**config.mk**
```make
export PLATFORM = sky130hd
export DESIGN_NAME = tipi_link_seq
export DESIGN_NICKNAME = d
export VERILOG_FILES = /design/src/rtl/tipi_link_pkg.sv /design/src/rtl/tipi_link_tick.sv /design/src/rtl/tipi_link_seq.sv
export SDC_FILE = /design/constraint.sdc
export NUM_CORES = 1
export LEC_CHECK = 0
export ABC_AREA = 0
export CAP_MARGIN = 20
export CORE_MARGIN = 2
export CORE_UTILIZATION = 50
export CTS_CLUSTER_DIAMETER = 120
export CTS_CLUSTER_SIZE = 28
export DETAILED_ROUTE_END_ITERATION = 8
export DONT_BUFFER_PORTS = 1
export PLACE_DENSITY = 0.67
export SLEW_MARGIN = 20
export SYNTH_ARGS = -nofsm -noshare
export SYNTH_HDL_FRONTEND = slang
export SYNTH_SLANG_ARGS = --single-unit
```
**constraint.sdc**
```tcl
create_clock -name clk -period 2.2 [get_ports clk]
set_input_delay 0.55 -clock clk [delete_from_list [all_inputs] [get_ports clk]]
set_output_delay 0.55 -clock clk [all_outputs]
set_load 0.01 [all_outputs]
```
**src/rtl/tipi_link_pkg.sv**
```systemverilog
// Shared encodings for the TIPI link sequencer: request opcodes, FSM states, bits per transfer.
package tipi_link_pkg;

  localparam int TIPI_LINK_BITS = 8;

  // req_op[1] selects the TI->RPi direction (read), req_op[0] the data register
  localparam logic [1:0] OP_WR_RC = 2'b00;
  localparam logic [1:0] OP_WR_RD = 2'b01;
  localparam logic [1:0] OP_RD_TC = 2'b10;
  localparam logic [1:0] OP_RD_TD = 2'b11;

  typedef enum logic [2:0] {
    ST_IDLE,
    ST_SETUP,
    ST_LOAD,
    ST_CLK_LO,
    ST_CLK_HI,
    ST_LATCH,
    ST_PARCHK,
    ST_DONE
  } tipi_link_state_e;

  function automatic logic op_is_read(input logic [1:0] op);
    return op[1];
  endfunction

endpackage

```
**src/rtl/tipi_link_tick.sv**
```systemverilog
// Half-period timer: reloads CLK_DIV-1 on restart_i, counts down, tick_o high while at zero.
module tipi_link_tick #(
  parameter int CLK_DIV = 4
) (
  input  logic clk,
  input  logic reset,
  input  logic restart_i,
  output logic tick_o
);

  localparam logic [7:0] RELOAD = 8'(CLK_DIV - 1);

  logic [7:0] cnt_q, cnt_d;

  always_comb begin
    cnt_d = cnt_q;
    if (restart_i) begin
      cnt_d = RELOAD;
    end else if (cnt_q != 8'd0) begin
      cnt_d = cnt_q - 8'd1;
    end
  end

  always_ff @(posedge clk) begin
    if (reset) begin
      cnt_q <= RELOAD;
    end else begin
      cnt_q <= cnt_d;
    end
  end

  assign tick_o = (cnt_q == 8'd0);

endmodule

```
**src/rtl/tipi_link_seq.sv**
```systemverilog
// TIPI link-side sequencer: serialises one host byte operation onto the r_* link.
// Optional write parity check after latch is enabled by defining TIPI_LINK_PARITY_EN.
module tipi_link_seq
  import tipi_link_pkg::*;
#(
  parameter int CLK_DIV = 4,
  parameter int BITS    = TIPI_LINK_BITS
) (
  input  logic             clk,
  input  logic             reset,
  input  logic             req_valid,
  output logic             req_ready,
  input  logic [1:0]       req_op,
  input  logic [7:0]       req_data,
  output logic             rsp_valid,
  output logic [7:0]       rsp_data,
  output logic             rsp_err,
  output logic             busy,
  output logic             r_clk,
  output logic             r_cd,
  output logic             r_rt,
  output logic             r_le,
  output logic             r_dout,
  input  logic             r_din,
  input  logic             r_reset,
  output tipi_link_state_e dbg_state_o
);

  localparam int BW = $clog2(BITS);
  localparam logic [BW-1:0] LAST_BIT = BW'(BITS - 1);

  // Handshake: a request transfers on a clk edge where req_valid & req_ready;
  // req_ready is high only in IDLE with r_reset low, and req_* need not be held afterwards.
  tipi_link_state_e state_q, state_d;
  logic [1:0]       op_q, op_d;
  logic [7:0]       data_q, data_d;
  logic [7:0]       shift_q, shift_d;
  logic [BW-1:0]    bit_q, bit_d;
  logic             err_q, err_d;
  logic             par_hi_q, par_hi_d;
  logic             restart;
  logic             tick;

  tipi_link_tick #(.CLK_DIV(CLK_DIV)) u_tick (
    .clk       (clk),
    .reset     (reset),
    .restart_i (restart),
    .tick_o    (tick)
  );

  assign req_ready = (state_q == ST_IDLE) && !r_reset;

  always_comb begin
    state_d  = state_q;
    op_d     = op_q;
    data_d   = data_q;
    shift_d  = shift_q;
    bit_d    = bit_q;
    err_d    = err_q;
    par_hi_d = par_hi_q;
    restart  = 1'b0;
    case (state_q)
      ST_IDLE: begin
        if (req_valid && req_ready) begin
          state_d = ST_SETUP;
          op_d    = req_op;
          data_d  = req_data;
          shift_d = 8'h00;
          bit_d   = '0;
          err_d   = 1'b0;
          restart = 1'b1;
        end
      end
      ST_SETUP: begin
        if (tick) begin
          state_d = op_is_read(op_q) ? ST_LOAD : ST_CLK_LO;
          restart = 1'b1;
        end
      end
      ST_LOAD: begin
        if (tick) begin
          state_d = ST_CLK_LO;
          restart = 1'b1;
        end
      end
      ST_CLK_LO: begin
        if (tick) begin
          state_d = ST_CLK_HI;
          restart = 1'b1;
        end
      end
      ST_CLK_HI: begin
        if (tick) begin
          // TIPI has presented bit 7-k since rise k+1, so it is stable here
          if (op_is_read(op_q)) begin
            shift_d[LAST_BIT - bit_q] = r_din;
          end
          bit_d   = bit_q + BW'(1);
          restart = 1'b1;
          if (bit_q == LAST_BIT) begin
            state_d = op_is_read(op_q) ? ST_DONE : ST_LATCH;
          end else begin
            state_d = ST_CLK_LO;
          end
        end
      end
      ST_LATCH: begin
        if (tick) begin
          restart = 1'b1;
`ifdef TIPI_LINK_PARITY_EN
          state_d  = ST_PARCHK;
          par_hi_d = 1'b0;
`else
          state_d  = ST_DONE;
`endif
        end
      end
`ifdef TIPI_LINK_PARITY_EN
      ST_PARCHK: begin
        if (tick) begin
          restart = 1'b1;
          if (!par_hi_q) begin
            par_hi_d = 1'b1;
          end else begin
            par_hi_d = 1'b0;
            err_d    = (r_din != ^data_q);
            state_d  = ST_DONE;
          end
        end
      end
`endif
      ST_DONE: begin
        state_d = ST_IDLE;
      end
      default: begin
        state_d = ST_IDLE;
      end
    endcase
    // Abort is skipped in DONE so one operation never yields two responses
    if (r_reset && (state_q != ST_IDLE) && (state_q != ST_DONE)) begin
      state_d  = ST_DONE;
      err_d    = 1'b1;
      par_hi_d = 1'b0;
      restart  = 1'b1;
    end
  end

  always_ff @(posedge clk) begin
    if (reset) begin
      state_q  <= ST_IDLE;
      op_q     <= 2'b00;
      data_q   <= 8'h00;
      shift_q  <= 8'h00;
      bit_q    <= '0;
      err_q    <= 1'b0;
      par_hi_q <= 1'b0;
    end else begin
      state_q  <= state_d;
      op_q     <= op_d;
      data_q   <= data_d;
      shift_q  <= shift_d;
      bit_q    <= bit_d;
      err_q    <= err_d;
      par_hi_q <= par_hi_d;
    end
  end

  always_comb begin
    r_clk  = (state_q == ST_CLK_HI) || ((state_q == ST_PARCHK) && par_hi_q);
    r_le   = (state_q == ST_LOAD) || (state_q == ST_LATCH) || (state_q == ST_PARCHK);
    r_dout = 1'b0;
    if (((state_q == ST_CLK_LO) || (state_q == ST_CLK_HI)) && !op_is_read(op_q)) begin
      r_dout = data_q[LAST_BIT - bit_q];
    end
    rsp_valid = (state_q == ST_DONE);
    rsp_err   = (state_q == ST_DONE) && err_q;
    rsp_data  = 8'h00;
    if ((state_q == ST_DONE) && op_is_read(op_q) && !err_q) begin
      rsp_data = shift_q;
    end
  end

  assign r_rt        = op_q[1];
  assign r_cd        = op_q[0];
  assign busy        = (state_q != ST_IDLE);
  assign dbg_state_o = state_q;

endmodule
```
# After elaboration in Yosys (flattened, before gate mapping)
# Cells that the tools add are included.
[word_totals] ff_bits=33 latchBits=0 ramBits=0 romBits=0 inputBits=15 elab_cells=91 n_memories=0
[classes] addsub=3 multipliers=0 div_mod_pow=0 n_lt_le_gt_ge=2 eq_ne=18 shift=0 muxes=32 n_bitwise=0 n_reduce_logical=29
[op_table] cell="$mux W8" count=4
[op_table] cell="$mux W3" count=10
[op_table] cell="$ne A3 B3 Y1 const B" count=6
[op_table] cell="$pmux W3 S6" count=1
[op_table] cell="$pmux W8 S2" count=1
[op_table] cell="$eq A3 B3 Y1 const B" count=5
[op_table] cell="$mux W1" count=10
[op_table] cell="$logic_and A1 B1 Y1" count=9
[op_table] cell="$bwmux W8" count=1
[op_table] cell="$logic_not A8 Y1" count=1
[op_table] cell="$reduce_bool A8 Y1" count=1
[op_table] cell="$sub A8 B1 Y8 const B" count=1
[op_table] cell="$eq A3 B2 Y1 const B" count=2
[op_table] cell="$pmux W3 S2" count=1
[op_table] cell="$reduce_and A6 Y1" count=1
[op_table] cell="$reduce_bool A2 Y1" count=3
[op_table] cell="$reduce_or A5 Y1" count=1
[op_table] cell="$lt A3 B4 Y1 const B" count=1
[op_table] cell="$ne A2 B2 Y1 const B" count=2
[op_table] cell="$reduce_and A2 Y1" count=2
[op_table] cell="$reduce_and A4 Y1" count=1
[op_table] cell="$add A3 B1 Y3 const B" count=1
[op_table] cell="$bmux W1 S3" count=1
[op_table] cell="$demux W1 S3" count=1
[op_table] cell="other kinds (13)" count=17

# Longest topological paths before layout
# Gate-level depths: netlist (run 1).
[logic_depth] depth_word=9 ltp_mapped=6

# Hierarchy
# Synthesis (run 1) repeated with hierarchy kept, for this count alone.
[hier_totals] hier_cells=223 hier_area_um2=1796.7
[by_module_without_submodules] mod="tipi_link_seq" n_inst=1 cells_each=180 area_per_inst_um2=1407.6 seq_area_each_um2=500.5
[by_module_without_submodules] mod="tipi_link_tick" n_inst=1 cells_each=43 area_per_inst_um2=389.1 seq_area_each_um2=160.2

# Worst setup path after synthesis (run 1)
# OpenSTA, ideal clock, no wires.
[synth_path] path_kind="register to output" from="register state_q[1] (netlist: dbg_state_o[1])" to="output port rsp_data[0]" t_arrival_ns=1.482 required_time_ns=1.650 path_slack_ns=0.168 path_stages_with_launch=5 n_path_buf=1 path_cell_list="dfxtp_1 -> buf_2 -> nand3_1 -> nor3b_1 -> and2_1"
[synth_between] elab_chain_len=4
[synth_rtl] item="start: declaration" line="tipi_link_seq.sv:34" source="tipi_link_state_e state_q, state_d;"
[synth_rtl] item="start signal: assignment" line="tipi_link_seq.sv:158" source="state_q <= state_d;"
[synth_rtl] item="$eq A3 B3 Y1" line="tipi_link_seq.sv:178" source="if ((state_q == ST_DONE) && op_is_read(op_q) && !err_q) begin"
[synth_rtl] item="$logic_and A1 B1 Y1 (2 in series)" line="tipi_link_seq.sv:178"
[synth_rtl] item="$mux W8" line="tipi_link_seq.sv:178"
[synth_rtl] item="end: declaration" line="tipi_link_seq.sv:16" source="output logic [7:0] rsp_data,"
# No other way between the ends.

# Worst setup path after layout (run 1)
[layout_path] from="register bit_q[0]" to="output port r_dout"
[layout_between] elab_chain_len=4
[layout_rtl] item="start: declaration" line="tipi_link_seq.sv:38" source="logic [BW-1:0] bit_q, bit_d;"
[layout_rtl] item="start signal: assignment" line="tipi_link_seq.sv:162" source="bit_q <= bit_d;"
[layout_rtl] item="$sub A3 B3 Y3" line="tipi_link_seq.sv:173" source="r_dout = data_q[LAST_BIT - bit_q];"
[layout_rtl] item="$bmux W1 S3" line="tipi_link_seq.sv:173"
[layout_rtl] item="$mux W1 (implied by the code)" line="tipi_link_seq.sv:173"
[layout_rtl] item="$mux W1" line="tipi_link_seq.sv:172" source="if (((state_q == ST_CLK_LO) || (state_q == ST_CLK_HI)) && !op_is_read(op_q)) begin"
[layout_rtl] item="end: declaration" line="tipi_link_seq.sv:23" source="output logic r_dout,"
# No other way between the ends. The select of a mux whose other input is x is not followed.

==> reports/results.ini, run 1 <==
[run_status]
status = completed

[sta]
slew_headroom = 0.701
slew_violations = 0
rsz0062_at_grt = true
fin_ws_ps = 26.3
min_period_over_period = 0.988
fin_skew_ps = 14.6
finalCriticalPeriod_ps = 2170
setup_viol_count_final = 0
final-hold-violation-count = 0
max_slew.worst_pin.slew_ps = 449
fmax_mhz = 460

[worst_setup_path]
cp-start-kind = flop
arrival_ps = 1620
worstSetupPathType = flop to output port
r2r_cells = 6
reg2reg_to = u_tick.cnt_q[1]$_SDFFE_PP1N_
crit_required_ps = 1650
rr_startpoint = dbg_state_o[2]$_SDFFE_PP0P_
cp-end-kind = output port
ff2ff_setup_slack_ps = 300
path_max_fanout = 3

[final_layout]
fin_area_um2 = 1960
nets = 234
drive_above_1_share = 0.161
fillers = 319
regArea_um2 = 667
fin_util = 0.574
final-instance-count-excl-fill = 263
multi_input_area_um2 = 1080
antennaDiodeCount = 0
layout_common_cells = 30 x nand2_1, 30 x dfxtp_1, 23 x a21oi_1, 11 x nor3b_1
syn_to_final_growth_pct = 8.29

[detailed_routing]
remaining_drc_errors = 0
drtIter0Drc = 97
wl_per_cell_um = 15.4
avgViaCountPerCell = 6.00
antenna_left = 0
dr.pass1.iters = 4
dr_total_vias = 1579
wirelength_mm = 4.05

[logic_synthesis]
yosys.area_share.simple = 0.313
yosysWarnings = 0
synth_area_leader_cell = dfxtp_1
synth_ff_type = dfxtp_1
ys_seq_area_frac = 0.365
syn_area_per_cell_um2 = 8.58
synth_compound_area_frac = 0.182
synth_top_area_share = 0.365
synth_edf_count = 0
ys_types = 47
synth_xor_area_frac = 0.0194
synth-seq-cells = 33
async_flop_share = 0
muxShareOfSynthArea = 0.0477
synth_area_um2 = 1810
synth_nets = 229
netlist_top_cells_area = dfxtp_1 36%, a21oi_1 6.4%, nand2_1 6.2%, a221o_1 5.0%, nor3b_1 5.0%
synth_top_family_by_area = simple AND/OR/NAND/NOR gates
synthAdderAreaFrac = 0.0263
syn_inst = 211

[place]
hpwlAfterDp_mm = 2.85
placed_cell_area_um2 = 1890
gp_congestion = 0.858
post-place-ws_ps = 278
dp.cells = 255
portBuffers = 0

[power]
total_power_mw = 1.76
p_sw_uw = 697
leakage_nw = 0.705
power.share.clock = 0.190
pwr-share-seq = 0.430
p_int_mw = 1.06
irDropWorstVdd_mv = 0.494
switching_share = 0.396
powerDensity_nw_per_um2 = 897
pwr-share-comb = 0.380

[global_routing]
use_met3 = 0.0546
antenna_found_initial = 0
grt_max_degree = 24
top_usage_layer = met2
first_global_vias = 1481
grt_util_met1 = 0.272
gr-usage-met2 = 0.336
track_usage = 0.212
grt_pass1_wl_mm = 6.85
grt_overflow_total = 0

[cts]
clock-sinks = 33
htree_num_levels = 2
cts_tree = yes
post-cts-setup-buffers = 0
path_clk_slew_ps = 110
cts_buffers = 5
clockBufferDepth = 2
clock_latency_ps = 340
cts_root_buf = clkbuf_4

[die]
start_util = 0.530
die_h_um = 64.2
pin_count = 35
core_um2 = 3420
die_area_um2 = 4120
num_rows = 21
die_w_um = 64.2

[min_path]
min-delay-start = reset
min_to = err_q$_SDFFE_PP0P_
hold_path_class = input pin to flop
hold_path_depth = 1

[run]
drv_cap = 0

==> power by group through the flow <==
stage	sequential (mW)	combinational, mW	clock, mW
floorplan	0.773	0.504	0
global route	0.771	0.747	0.365
detailed placement	0.764	0.654	0
CTS	0.754	0.666	0.345
finish	0.757	0.668	0.335
global placement	0.759	0.640	0
==> how the worst max path moves through the flow <==
stage,endpoint,from,depth (start not counted),slack (ps)
6_report,r_dout,bit_q[0]$_SDFFE_PP0P_,4,30
5_1_grt,r_dout,bit_q[0]$_SDFFE_PP0P_,4,-50
4_1_cts,r_dout,bit_q[0]$_SDFFE_PP0P_,4,6
3_5_place_dp,rsp_data[4],dbg_state_o[0]$_SDFFE_PP0P_,4,280
3_3_place_gp,r_dout,bit_q[0]$_SDFFE_PP0P_,4,320
2_1_floorplan,rsp_data[0],dbg_state_o[1]$_SDFFE_PP0P_,4,170
==> worst max-delay path, cell delays in order, from the launching register on <==
cell	delay, ps
dfxtp_4	380
mux4_2	490
mux2i_1	170
nor3_1	80
buf_4	160
==> synthesized netlist by cell type, types with 2 or more instances <==
library cell / number
and3b_1: 2
nor2_1: 10
nand2b_1: 2
ha_1: 3
nand3_1: 11
o32ai_1: 3
a221o_1: 9
nor3b_1: 12
nand2_1: 30
o21ai_0: 5
xnor2_1: 4
a21oi_1: 23
dfxtp_1: 33
and2_1: 10
mux2i_1: 3
mux4_2: 2
buf_2: 4
nor3_1: 4
inv_1: 8
clkbuf_1: 6
==> area by class of cell <==
type / count / share of cell area
multi-input combinational: 158 / 0.549
tap: 46 / 0.0294
inverter: 8 / 0.0153
clock buffer: 6 / 0.0211
timing repair buffer: 10 / 0.0402
sequential: 33 / 0.340
clock inverter: 2 / 0.00511
==> flip-flops by register name (all words and copies together) (netlist names) <==
name and flops:
data_q 8, u_tick.cnt_q 8, shift_q 8, op_q 2, dbg_state_o 3, err_q 1, bit_q 3
==> metal layers <==
metal  wire length [µm]  up-vias
met3                229        5
met5                  0        -
li1                   -      770
met2               1870       35
met4                 70        0
met1               1880      769
==> stage by stage <==
step / hold WS, ps / TNS (ps)
floorplan: 433 / 0
global placement: 435 / 0
detailed placement: 442 / 0
CTS: 243 / 0
global route: 239 / -48.6
finish: 260 / 0
==> what timing repair did <==
action / 4_1_cts / 5_1_grt
endpoints found under the setup margin: 9 / 9
resized for setup: 5 / 2
hold buffers: 0 / 0
==> logic make-up (layout without fill, tap and decap cells) <==
group	count (synthesis)	count (layout)
DFF	33	33
xor gates and xnor gates	4	4
and+or+nand+nor	97	97
AOI/OAI and AO/OA	47	47
muxes	6	6
adders and majority gates	4	4
buffers and inverters	20	26
Power figures use the tool's default switching activity.
==> run 2, diff against run 1 <==
SETUP_SLACK_MARGIN = 0.2   (was default)
==> reports/results.ini, run 2 (synthesized netlist as in run 1, its figures left out) <==
[cts]
cts_buffers = 5  ; unchanged
cts-hold-fix-buffers = 0  ; unchanged
clock-sinks = 33  ; unchanged
cts_tree = yes  ; unchanged
path_clk_slew_ps = 110  ; about the same
cts_root_buf = clkbuf_4  ; unchanged
clock_latency_ps = 340  ; about the same
htree_num_levels = 2  ; unchanged
clockBufferDepth = 2  ; unchanged

[worst_setup_path]
path_buf_inv = 1  ; unchanged
cpPeakStageDelay_ps = 510  ; was 490 ps
cp-end-kind = output port  ; unchanged
arrival_ps = 1620  ; about the same
worstPathCellList = mux4_2 -> mux2i_2 -> nor3_2 -> buf_4  ; was mux4_2 -> mux2i_1 -> nor3_1 -> buf_4
cp-start-kind = flop  ; unchanged
crit_path_top_delay_cell = mux4_2  ; unchanged
ff2ff_setup_slack_ps = 350  ; was 300 ps
crit_required_ps = 1650  ; about the same
worstSetupPathType = flop to output port  ; unchanged
path_delay_family = multiplexers  ; unchanged
path_max_fanout = 3  ; unchanged

[final_layout]
nets = 235  ; was 234
reg_top3 = data_q x8, shift_q x8, u_tick.cnt_q x8  ; unchanged
fin_util = 0.606  ; was 0.574
final_common_cell = nand2_1
syn_to_final_growth_pct = 14.3  ; was 8.29%
fin_area_um2 = 2070  ; was 1960 µm²
layout_common_cells = 29 x nand2_1, 28 x dfxtp_1, 23 x a21oi_1, 11 x nor3b_1  ; was 30 x nand2_1, 30 x dfxtp_1, 23 x a21oi_1, 11 x nor3b_1
drive_above_1_share = 0.243  ; was 0.161
final-instance-count-excl-fill = 264  ; was 263
fillers = 327  ; was 319
antennaDiodeCount = 0  ; unchanged

[sta]
slew_violations = 0  ; unchanged
finalHoldWorstSlack_ps = 263  ; was 260 ps
max_slew.worst_pin.slew_ps = 455  ; was 449 ps
fin_ws_ps = 28.5  ; was 26.3 ps
tns_ps = 0  ; unchanged
slew_headroom = 0.694  ; was 0.701
fin_skew_ps = 6.56  ; was 14.6 ps
final-hold-violation-count = 0  ; unchanged
rsz0062_at_grt = true  ; unchanged
setup_viol_count_final = 0  ; unchanged
min_period_over_period = 0.987  ; was 0.988
finalCriticalPeriod_ps = 2170  ; about the same
fmax_mhz = 461  ; was 460 MHz

[power]
leakage_nw = 0.739  ; was 0.705 nW
powerDensity_nw_per_um2 = 953  ; was 897 nW/µm²
irDropWorstVdd_mv = 0.478  ; was 0.494 mV
total_power_mw = 1.97  ; was 1.76 mW

[die]
die_h_um = 64.2  ; unchanged
pin_count = 35  ; unchanged
num_rows = 21  ; unchanged
core_um2 = 3420  ; unchanged
die_w_um = 64.2  ; unchanged
die_area_um2 = 4120  ; unchanged
start_util = 0.530  ; unchanged

[detailed_routing]
wl_per_cell_um = 15.5  ; was 15.4 µm
drtIter0Drc = 82  ; was 97
remaining_drc_errors = 0  ; unchanged
dr_total_vias = 1578  ; was 1579
antenna_left = 0  ; unchanged
dr.pass1.iters = 4  ; unchanged
wirelength_mm = 4.10  ; was 4.05 mm
avgViaCountPerCell = 5.98  ; was 6.00

[place]
placed_cell_area_um2 = 1890  ; about the same
post-place-ws_ps = 190  ; was 278 ps
portBuffers = 0  ; unchanged
gp_congestion = 0.812  ; was 0.858
hpwlAfterDp_mm = 2.90  ; was 2.85 mm
dp.cells = 254  ; was 255

[global_routing]
grt_pass1_wl_mm = 6.81  ; was 6.85 mm
antenna_found_initial = 0  ; unchanged
first_global_vias = 1487  ; was 1481
track_usage = 0.215  ; was 0.212
grt_max_degree = 24  ; unchanged
grt_overflow_total = 0  ; unchanged

[run]
drv_cap = 0  ; unchanged

[min_path]
hold_path_class = input pin to flop  ; unchanged

[run_status]
status = completed  ; unchanged

-- run 2: area by class of cell --
type,instances,area [µm²],share of cell area
inverters,8,30.0,0.0145
well taps,46,57.6,0.0278
clock inverters,1,30.0,0.0145
repair buffers,11,86.3,0.0417
multi-input cells,158,1140,0.549
flip-flops and latches,33,674,0.326
clock buffers,7,55.1,0.0266
-- run 2: layer usage --
layer,track usage,wire length [µm]
met1,0.271,1740
met5,0,0
met2,0.349,2000
met4,0.0798,40
met3,0.0599,313
-- run 2: worst paths after layout --
check	end	cells after the start	start
setup reg to reg	shift_q[2]$_SDFFE_PP0P_	5	dbg_state_o[1]$_SDFFE_PP0P_
hold reg to reg	data_q[6]$_SDFFE_PP0P_	2	data_q[6]$_SDFFE_PP0P_
setup / recovery	r_dout	4	bit_q[0]$_SDFFE_PP0P_
hold / removal	bit_q[0]$_SDFFE_PP0P_	1	reset
-- run 2: power by group --
part	internal [mW]	switching (mW)	leakage [nW]	total, mW
clock	0.271	0.211	0.0455	0.483
sequential	0.681	0.115	0.271	0.796
combinational	0.285	0.409	0.423	0.694
total	1.24	0.736	0.739	1.97
-- run 2: repair_timing --
action                                  4_1_cts  5_1_grt
endpoints found under the setup margin       10       19
setup buffers                                 0        2
cloned                                        0        0
resized for setup                            13       15
pin swaps                                     2        3
